<file path="src/rtl/la_hstx.sv">
// -----------------------------------------------------------------------------
// la_hstx : source-domain launcher of a 4-phase req/ack clock-domain crossing.
//
// Takes one word from a valid/ready port, holds it on tx_data, raises tx_req
// and waits for the far end to acknowledge. The returning tx_ack is brought
// into the clk domain through an internal flop chain (ack_s); every handshake
// decision looks at ack_s only. The return-to-zero phase completes before the
// next word is taken, so throughput is one word per full round trip.
//
// Parameters
//   DW       data width
//   STAGES   tx_ack synchronizer depth (>= 2)
//   TIMEOUT  cycles without handshake progress before err is set (0 = off)
//
// Ports
//   clk       in   source-domain clock
//   reset     in   asynchronous active-high reset
//   in_valid  in   in_data valid
//   in_ready  out  word is taken this cycle if in_valid is high
//   in_data   in   word to transfer
//   tx_req    out  registered request to the far domain
//   tx_data   out  registered word, held from acceptance until the next one
//   tx_ack    in   acknowledge from the far domain (asynchronous)
//   busy      out  a transfer is in flight
//   err       out  sticky handshake timeout flag
// -----------------------------------------------------------------------------
module la_hstx #(
   parameter int DW      = 8,
   parameter int STAGES  = 2,
   parameter int TIMEOUT = 0
) (
   input  logic          clk,
   input  logic          reset,
   input  logic          in_valid,
   output logic          in_ready,
   input  logic [DW-1:0] in_data,
   output logic          tx_req,
   output logic [DW-1:0] tx_data,
   input  logic          tx_ack,
   output logic          busy,
   output logic          err
);

   localparam int            TW   = (TIMEOUT > 0) ? $clog2(TIMEOUT + 1) : 1;
   localparam logic [TW-1:0] TMAX = TW'(TIMEOUT);

   typedef enum logic [1:0] {
      IDLE = 2'd0,
      REQ  = 2'd1,
      REL  = 2'd2
   } state_t;

   state_t            state;
   state_t            state_nxt;
   logic [STAGES-1:0] ack_sync;
   logic [STAGES-1:0] prime_sr;
   logic              ack_s;
   logic              primed;
   logic              can_take;
   logic              accept;
   logic [TW-1:0]     tcnt;
   logic [TW-1:0]     tcnt_nxt;

   // Saturating increment of the progress counter.
   function automatic logic [TW-1:0] sat_inc(input logic [TW-1:0] v);
      if (v >= TMAX) begin
         return TMAX;
      end
      return v + TW'(1);
   endfunction

   // tx_ack synchronizer
   always_ff @(posedge clk or posedge reset) begin
      if (reset) begin
         ack_sync <= '0;
      end else begin
         ack_sync <= {ack_sync[STAGES-2:0], tx_ack};
      end
   end

   assign ack_s = ack_sync[STAGES-1];

   // The synchronizer comes out of reset holding 0 regardless of tx_ack.
   // prime_sr fills with ones over the same STAGES edges, so until it is full
   // ack_s is not yet a real sample of tx_ack and no word may be taken. This
   // keeps a far end that still holds tx_ack=1 across reset from being read
   // as idle.
   always_ff @(posedge clk or posedge reset) begin
      if (reset) begin
         prime_sr <= '0;
      end else begin
         prime_sr <= {prime_sr[STAGES-2:0], 1'b1};
      end
   end

   assign primed   = prime_sr[STAGES-1];
   assign can_take = primed & ~ack_s;

   // FSM state register
   always_ff @(posedge clk or posedge reset) begin
      if (reset) begin
         state <= IDLE;
      end else begin
         state <= state_nxt;
      end
   end

   // FSM next state and handshake outputs
   always_comb begin
      state_nxt = state;
      in_ready  = 1'b0;
      accept    = 1'b0;
      case (state)
         IDLE: begin
            in_ready = can_take;
            if (in_valid && can_take) begin
               accept    = 1'b1;
               state_nxt = REQ;
            end
         end
         REQ: begin
            if (ack_s) begin
               state_nxt = REL;
            end
         end
         REL: begin
            if (!ack_s) begin
               state_nxt = IDLE;
            end
         end
         default: begin
            state_nxt = IDLE;
         end
      endcase
   end

   assign busy = (state != IDLE);

   // Progress counter restarts on every state change and only runs while a
   // transfer waits on the far end.
   always_comb begin
      tcnt_nxt = '0;
      if ((state_nxt == state) && (state != IDLE)) begin
         tcnt_nxt = sat_inc(tcnt);
      end
   end

   // Request / data / timeout registers
   always_ff @(posedge clk or posedge reset) begin
      if (reset) begin
         tx_req  <= 1'b0;
         tx_data <= '0;
         tcnt    <= '0;
         err     <= 1'b0;
      end else begin
         tcnt <= tcnt_nxt;
         if (accept) begin
            tx_data <= in_data;
            tx_req  <= 1'b1;
         end else if ((state == REQ) && ack_s) begin
            tx_req <= 1'b0;
         end
         // err rises on the same edge the counter reaches TIMEOUT and then
         // stays set; the handshake itself keeps waiting.
         if ((TIMEOUT != 0) && (tcnt_nxt == TMAX)) begin
            err <= 1'b1;
         end
      end
   end

endmodule

</file>
<file path="config.mk">
export PLATFORM = sky130hd
export DESIGN_NAME = la_hstx
export DESIGN_NICKNAME = d
export VERILOG_FILES = /design/src/rtl/la_hstx.sv
export SDC_FILE = /design/constraint.sdc
export NUM_CORES = 1
export LEC_CHECK = 0
export ABC_AREA = 1
export CAP_MARGIN = 10
export CELL_PAD_IN_SITES_DETAIL_PLACEMENT = 0
export CELL_PAD_IN_SITES_GLOBAL_PLACEMENT = 1
export CORE_ASPECT_RATIO = 0.9
export CORE_MARGIN = 5
export CORE_UTILIZATION = 30
export CTS_BUF_LIST = sky130_fd_sc_hd__clkbuf_4 sky130_fd_sc_hd__clkbuf_8 sky130_fd_sc_hd__clkbuf_16
export DETAILED_ROUTE_END_ITERATION = 6
export HOLD_SLACK_MARGIN = 0.1
export PLACE_DENSITY_LB_ADDON = 0.05
export SLEW_MARGIN = 20
export SYNTH_ARGS = -nofsm -noshare
export SYNTH_HDL_FRONTEND = slang
export SYNTH_SLANG_ARGS = --single-unit
</file>
<file path="constraint.sdc">
create_clock -name clk -period 1.41 [get_ports clk]
set_input_delay 0.2115 -clock clk [delete_from_list [all_inputs] [get_ports clk]]
set_output_delay 0.2115 -clock clk [all_outputs]
set_load 0.1 [all_outputs]
</file>
### Yosys cells after proc, flatten, opt, wreduce, memory -nomap -nowiden

Index checks and enable logic that the tools add are counted.
Widths: inputs -> output; s select.

| word-level totals | value |
|---|---|
| word-level logic and storage cells | 27 |
| bits of input ports | 12 |
| register bits after elaboration | 15 |
| output and inout bits | 12 |

| cells by class | value |
|---|---|
| bitwise logic cells | 2 |
| reductions and logical operators | 6 |
| multiplexer cells | 9 |
| eq/ne operators | 5 |

Operators with widths:

| cell | count |
|---|---|
| $mux 2 | 3 |
| $ne 2x2->1 const B | 3 |
| $pmux 2 s3 | 1 |
| $mux 1 | 5 |
| $reduce_bool 2->1 | 2 |
| $reduce_and 3->1 | 1 |
| $eq 2x1->1 const B | 1 |
| $eq 2x2->1 const B | 1 |
| $logic_and 1x1->1 | 2 |
| $logic_not 2->1 | 1 |
| $and 1x1->1 | 1 |
| $not 1->1 | 1 |

### Depth between registers and ports, before layout

Gate-level depths: netlist of the first run.

| logic depth | value |
|---|---|
| depth in word-level cells | 6 |
| depth in mapped cells | 5 |
| mapped depth without buffers | 5 |

### Worst setup path before layout of the first run

No wires, ideal clock.

| timing path | value |
|---|---|
| path kind | reg-to-output |
| from | register state[0] |
| to | output in_ready |
| buffers on the path | 0 |
| path slack | -1.779 ns |
| data required time | 1.199 ns |
| stages on the path, launching flop included | 4 |
| data arrival time | 2.977 ns |
| cell sequence | dfrtp_1 > nor2_4 > inv_2 > nor3_1 |

| between the ends | value |
|---|---|
| cells in the longest elaborated chain, start to end | 2 |

Ends and longest elaborated chain:

| item | line | RTL |
|---|---|---|
| from (decl) | 53 | `state_t state;` |
| from (signal assigned) | 104 | `state <= state_nxt;` |
| $logic_not 2->1 | 113 | `case (state)` |
| $mux 1 | 113 |  |
| to (decl) | 35 | `output logic in_ready,` |

Every way passes these cells.

### Final worst setup path of the first run

| timing path | value |
|---|---|
| from | register state[1] |
| to | output in_ready |

Same word-level chain as after synthesis.

==> results of run 1 <==
[layout make-up]
type / count / area [um^2]
tap: 25 / 31.3
inverter: 4 / 17.5
multi-input combinational: 38 / 206
clock buffer: 4 / 30.0
sequential: 15 / 375
timing repair buffer: 30 / 390
fill: 181 / 863
[flip-flops by register name (all words and copies together), names as in the netlist]
register	flops
tx_data	8
ack_sync	2
state	2
tx_req	1
prime_sr	2
[what timing repair did]
action	in CTS	in global routing
pin swaps	2	1
endpoints found under the setup margin	1	2
buffers inserted	3	1
endpoints found under the hold margin	0	0
[cells by family after synthesis]
kind of cell,after synthesis,synth area share
AOI/OAI and AO/OA,1,0.00836
buffers and inverters,6,0.0460
DFF,15,0.628
and+or+nand+nor,35,0.305
other,2,0.0126
[worst min-delay path: cells and delay by family]
family | cells | cell delay, ps
buf+inv | 3 | 670
[path summary, 6_finish.rpt]
check	end	startpoint	depth (start not counted)	slack [ps]
setup / recovery	in_ready	state[1]	4	-20
hold / removal	tx_data[0]	reset	3	240
setup reg to reg	tx_data[4]	state[1]	7	90
hold reg to reg	prime_sr[1]	prime_sr[0]	0	350
max in group asynchronous	state[1]	reset	3	990
min in group clk	prime_sr[1]	prime_sr[0]	0	350
[report_power, final]
part / leakage, nW / internal, mW / switching [mW]
combinational: 0.306 / 0.394 / 0.718
sequential: 0.185 / 0.510 / 0.0844
clock: 0.0184 / 0.129 / 0.132
[metal layers]
layer | up-vias | track usage
met5 | - | 0
met4 | 0 | 0.0463
met3 | 2 | 0.0369
met2 | 17 | 0.160
met1 | 243 | 0.128
li1 | 256 | -
[synth_stat cells (all sizes together)]
library cell / count
buf: 1
clkbuf: 1
conb: 2
dfrtp: 15
inv: 4
nand2: 21
nand3: 2
nand4: 8
nor2: 3
nor3: 1
o21ai: 1
==> run metrics, run 1 <==
status complete, but fails checks; failing checks negative setup slack; fin crit share 1.02; Top Layer Used met4; CTS Hold Buffers Added 0; Synth Net Count 71; met1 wire length 612 um; Startpoint Class flop; ANT cells 0; Crit. End Element output port; layout cells sized above 1 0.308; Worst Path Arrival 1220 ps; DR pass1 iterations 3; Hold WC Path Type in -> async; Core ar. 1910 um^2; wire per inst 11.6 um; critical path type reg -> out; synth warn 1; Vias/cell 4.47; final instance area 1050 um^2; final setup margin -24.4 ps; largest area contributor in the netlist dfrtp_1; first-pass GRT wire length 2.30 mm; Num CTS Buffers 3; leakage 0.509 nW; Met2 Wirelength 623 um; HPWL after detailed placement 1.03 mm; Area contributors post-synth dfrtp_1 (63%), nand2_1 (13%), nand4_1 (8.4%), nor2_4 (3.8%), nand3_4 (2.9%); Syn Area/Cell roughly 10 um^2; Cell Rows 15; Total Wirelength 1.35 mm; peak supply drop 903 uV; I/O pins 24; PD cells between 1500 and 2000 nW/um^2; Crit path largest cell delay 420 ps; GRT Residual Overflow 0; area grow syn2layout 75.7%; Synth top area share 0.628; Min Hold Slack 236 ps; Longest Clk Path Bufs 2; Root Buffer Master clkbuf_4; Initial Util 0.312; placed instance area 991 um^2; crit path cell chain nor2_4, inv_4, nor3_4, buf_12; worst path required time 1200 ps; Fin. Hold Viols 0; buffers and inverters on the worst path 2; Final Max Tran Viols 0; fin nets 104; Routed Antenna Nets 0; RSZ-0062 raised after global routing yes; Sink Count 15; post-layout power a little under 2 mW; clk_lat worst skew 280 ps; crit-path leading delay family flip-flops; Port Buffers 22; worst-path fanout max 2; Die Wd around 57 um; sequential share of the synthesized area 0.628; initial antenna violation count 0; placed insts ~110; synthesized area roughly 600 um^2; DRC viols 0; most frequent cells in the layout nand2_1 (21), dfrtp_1 (15), clkdlybuf4s50_1 (11), buf_12 (11); vias in the first global route 530; pre-CTS setup slack 210 ps; Final Util 0.549; GP Congestion 0.693; Yosys reg bits 15; Final Skew roughly 7.2 ps; GR Util All Layers 0.103; cells after synthesis 59; slowest CP cell dfrtp_1; Non-Filler Instances approximately 120; CTS tree yes; post-synth cell types 14; pin count of the biggest net entering global routing 16; die area 2990 um^2; max cap viols 0; vias 518; overall die height between 50 and 60 um; Iteration-0 DRC Markers 5; post_cts resized 0; final setup vio count 1; Clock transition at path regs roughly 90 ps; leading cell type in the layout, fill and taps excluded nand2_1; minimum clock period 1430 ps; H-tree levels 1; wire length on met3 between 90 and 100 um; setup TNS -24.4 ps; Peak Freq between 600 and 700 MHz
Power figures use the tool's default switching activity.
==> run 2, diff against run 1 <==
- CORE_UTILIZATION: 30 -> 27
- clock period: 1.41 -> 1.2 ns (I/O delays scaled with it)
==> run 2 against run 1 <==
- the run still ends with negative setup slack left
- sequential cell count is the same
- count of clock-buffer cells in the layout shrank 1
- critical path depth is the same
- largest cell class is now registers
==> run metrics, run 2 (synthesis gave the netlist of run 1 again) <==
ANT cells 0 (unchanged); minimum clock period about 1400 ps; most frequent cells in the layout nand2_1 (20), dfrtp_1 (15), clkdlybuf4s50_1 (11), buf_12 (11), nand4_1 (8); wire per inst 11.9 um (+2.5%); vias 506 (-2.3%); r2r setup slk 40 ps (-50 ps); Initial Util 0.279 (-0.0332); Sink Count 15 (unchanged); area grow syn2layout 75.3%; Final Util 0.489 (-0.0595); leakage 0.502 nW (-1.6%); final setup margin -212 ps (-187 ps); initial antenna violation count 0 (unchanged); Iteration-0 DRC Markers 4 (-1); setup TNS -372 ps (-347 ps); worst path required time 1020 ps (-180 ps); GP Congestion 0.652 (-6.0%); Core ar. 2140 um^2 (+12%); die area 3260 um^2 (+9.0%); Total Wirelength 1.39 mm (+3.4%); buffers and inverters on the worst path 2 (unchanged); clk_lat worst skew 280 ps (about the same); Peak Freq 708 MHz; Clock transition at path regs 90 ps (about the same); fin crit share 1.18; Crit path largest cell delay 420 ps (about the same); Vias/cell 4.32 (-3.2%); max cap viols 0 (unchanged); pre-CTS setup slack 35.1 ps (-175 ps); worst-path fanout max 2 (unchanged); HPWL after detailed placement 1.04 mm (+0.65%); fin nets 103 (-0.96%); Final Max Tran Viols 0 (unchanged); final setup vio count 2 (+1); layout cells sized above 1 0.311 (+0.00342); Top reg by flops tx_data; Root Buffer Master clkbuf_4; RSZ-0062 raised after global routing yes; vias in the first global route 555 (+4.7%); crit path cell chain nor2_4, inv_4, nor3_4, buf_12; Cell Rows 16 (+1); overall die height 54.7 um (+4.4%); DR pass1 iterations 3 (unchanged); Fin. Hold Viols 0 (unchanged); Crit. End Element output port; Register-to-Register Path Depth 5 (-2); H-tree levels 1 (unchanged); failing checks negative setup slack; Die Wd 59.6 um (+4.5%); first-pass GRT wire length 2.39 mm (+3.9%); max FFs per register 8 (unchanged); I/O pins 24 (unchanged); GRT Residual Overflow 0 (unchanged); Longest Clk Path Bufs 2 (unchanged); Min Hold Slack 181 ps (-54.9 ps); Worst Path Arrival 1230 ps (about the same); status complete, but fails checks; CTS tree yes; GR Util All Layers 0.104 (+0.000862); Final Skew 4.33 ps (-2.85 ps); Port Buffers 22 (unchanged); DRC viols 0 (unchanged); R2R Path Start state[0]; peak supply drop 1100 uV (+22%); pin count of the biggest net entering global routing 16 (unchanged); Startpoint Class flop; post-layout power 2.29 mW (+16%); R2R Path End tx_data[4]; PD cells 2180 nW/um^2 (+17%); critical path type reg -> out; slowest CP cell dfrtp_1; CTS Hold Buffers Added 0 (unchanged); crit-path leading delay family flip-flops; Num CTS Buffers 3 (unchanged); Routed Antenna Nets 0 (unchanged); Hold WC Path Type in -> async; leading cell type in the layout, fill and taps excluded nand2_1
run 2: layout make-up:
type / instances / area (um^2)
fillers: 210 / 1090
flip-flops and latches: 15 / 375
repair buffers: 28 / 375
multi-input cells: 39 / 219
well taps: 27 / 33.8
clock buffers: 3 / 22.5
inverters: 4 / 17.5
clock inverters: 1 / 5.00
run 2: what timing repair did:
| item | 4_1_cts | 5_1_grt |
|---|---|---|
| hold endpoints to repair | 0 | 0 |
| buffers inserted | 2 | 1 |
| pin swaps | 2 | 0 |
| resized for setup | 1 | 1 |
| gates cloned | 0 | 1 |
| endpoints found under the setup margin | 2 | 11 |
run 2: worst max path at each step:
| stage | from | to | slack [ps] | depth (start not counted) |
|---|---|---|---|---|
| CTS | state[0] | in_ready | -240 | 4 |
| global placement | state[1] | in_ready | 20 | 4 |
| finish | state[0] | in_ready | -210 | 4 |
| detailed placement | state[1] | in_ready | 40 | 4 |
| floorplan | state[0] | in_ready | -630 | 3 |
| global route | state[0] | in_ready | -300 | 4 |
run 2: per-layer routing:
metal | track usage | part of all wire
met5 | 0 | 0
met4 | 0.0775 | 0.030
met3 | 0.0283 | 0.088
met2 | 0.165 | 0.43
met1 | 0.119 | 0.45
run 2: where the power goes:
part / leakage, nW / switching, mW / internal (mW)
clock: 0.0177 / 0.165 / 0.124
combinational: 0.299 / 0.844 / 0.451
sequential: 0.185 / 0.102 / 0.599
run 2: stage by stage:
stage	std cells	cell area (um^2)
after floorplan	59	612
after global placement	111	1000
after detailed placement	111	1000
after CTS	117	1050
after global routing	117	1050
final	117	1050
run 2: worst register-to-register path, stage by stage (launching register included):
cell and delay, ps:
dfrtp_1 420, nor2_4 150, buf_4 200, nand3_2 160, nand2_1 90, nand2_1 50
==> run 3, diff against run 2 <==
- SETUP_SLACK_MARGIN: default -> 0.05
- SKIP_CTS_REPAIR_TIMING: default -> 1
==> run 3 against run 2 <==
- die area is the same
- critical endpoint unchanged
- setup slack lost 2.4 ps
- the flow still finishes with violations (negative setup slack)
- global-route usage fell by 0.55 points
==> run metrics, run 3 (synthesis gave the netlist of run 1 again) <==
leading cell type in the layout, fill and taps excluded nand2_1; PD cells 2220 nW/um^2 (+1.7%); final setup vio count 2 (unchanged); failing checks negative setup slack; layout cells sized above 1 0.295 (-0.0157); Worst Path Arrival 1230 ps (about the same); Clock transition at path regs 90 ps (about the same); R2R Path Start state[0]; Cell Rows 16 (unchanged); Total Wirelength 1.31 mm (-6.2%); GR Util All Layers 0.0981 (-0.00551); GP Congestion 0.686 (+5.3%); DR pass1 iterations 4 (+1); first-pass GRT wire length 2.30 mm (-3.5%); Core ar. 2140 um^2 (unchanged); post-layout power 2.29 mW (+0.17%); Longest Clk Path Bufs 2 (unchanged); placed insts 111 (unchanged); Crit path largest cell delay 420 ps (about the same); Hold WC Path Type in -> async; Port Buffers 22 (unchanged); final setup margin -214 ps (-2.40 ps); Register-to-Register Path Depth 5 (unchanged); worst path required time 1020 ps (about the same); CTS tree yes; area grow syn2layout 72.6%; R2R Path End tx_data[7]; I/O pins 24 (unchanged); max FFs per register 8 (unchanged); Num CTS Buffers 3 (unchanged); fin nets 101 (-1.9%); wire per inst 11.3 um (-4.6%); max cap viols 0 (unchanged); ANT cells 0 (unchanged); Fillers 196 (-6.7%); Die Wd 59.6 um (unchanged); H-tree levels 1 (unchanged); Final Max Tran Viols 0 (unchanged); most frequent cells in the layout nand2_1 (21), dfrtp_1 (14), clkdlybuf4s50_1 (11), buf_12 (11), nand4_1 (8); crit path cell chain nor2_4, inv_4, nor3_4, buf_12; status complete, but fails checks; worst-path fanout max 2 (unchanged); critical path type reg -> out; r2r setup slk 40 ps (about the same); overall die height 54.7 um (unchanged); vias 484 (-4.3%); Root Buffer Master clkbuf_4; Fin. Hold Viols 0 (unchanged); Top reg by flops tx_data; buffers and inverters on the worst path 2 (unchanged); Peak Freq 707 MHz (-0.17%); clk_lat worst skew 280 ps (about the same); die area 3260 um^2 (unchanged); Crit. End Element output port; Routed Antenna Nets 0 (unchanged); Non-Filler Instances 115 (-1.7%); minimum clock period 1410 ps (+2.40 ps); Iteration-0 DRC Markers 7 (+3); vias in the first global route 523 (-5.8%); CP Launch Point state[0]; GRT Residual Overflow 0 (unchanged); Initial Util 0.279 (unchanged); peak supply drop 1340 uV (+22%); critical path depth 4 (unchanged); Startpoint Class flop; DRC viols 0 (unchanged); HPWL after detailed placement 965 um (-7.3%); RSZ-0062 raised after global routing yes; fin crit share 1.18 (+0.00200); Vias/cell 4.21 (-2.7%); slowest CP cell dfrtp_1; pin count of the biggest net entering global routing 16 (unchanged); Final Skew 7.27 ps (+2.94 ps); Sink Count 15 (unchanged); initial antenna violation count 0 (unchanged); crit-path leading delay family flip-flops; leakage 0.494 nW (-1.4%)
[run 3: cell count changes in the layout (fill, tap and decap cells not counted)]
cell      change
buf_4         -1
clkbuf_4      +1
clkinv_2      -1
dfrtp_1       -1
dfrtp_2       +1
nand2_1       +1
nand2_2       -1
nand3_2       -1
[run 3: layer usage]
| metal | vias to the layer above | global-route usage | routed length (um) |
|---|---|---|---|
| li1 | 248 | - | - |
| met1 | 216 | 0.124 | 598 |
| met2 | 18 | 0.149 | 585 |
| met3 | 2 | 0.0307 | 115 |
| met4 | 0 | 0.0554 | 7 |
| met5 | - | 0 | 0 |
[run 3: power breakdown]
group,switching [mW],internal (mW),total [mW]
sequential,0.0990,0.602,0.701
clock,0.157,0.151,0.309
combinational,0.838,0.442,1.28
total,1.09,1.19,2.29
[run 3: worst register-to-register path: stages, from the launching register on]
cell     delay [ps]
dfrtp_1         420
nor2_4          150
buf_4           200
nand3_4         150
nand2_1         100
nand2_1          40
[run 3: worst max-delay path by stage]
stage                     slack [ps]    endpoint
after floorplan                 -630    in_ready
after global placement            40  tx_data[1]
after detailed placement          40    in_ready
after CTS                       -280    in_ready
after global routing            -270    in_ready
final                           -210    in_ready
[run 3: metrics by stage]
step,utilization,area [um^2],setup TNS (ps),hold WS [ps],worst slack (ps)
floorplan,-,613,-628,81.4,-628
global placement,0.468,1000,0,333,43.2
detailed placement,0.468,1000,0,345,36.8
CTS,0.482,1030,-339,182,-284
global route,0.482,1030,-644,205,-275
finish,0.482,1030,-248,181,-214
[run 3: area by class of cell]
cell class / instances / area (um^2) / share of cell area
inverters: 4 / 17.5 / 0.0170
multi-input cells: 38 / 206 / 0.200
flip-flops and latches: 15 / 377 / 0.365
well taps: 27 / 33.8 / 0.0327
repair buffers: 27 / 368 / 0.356
clock buffers: 4 / 30.0 / 0.0291
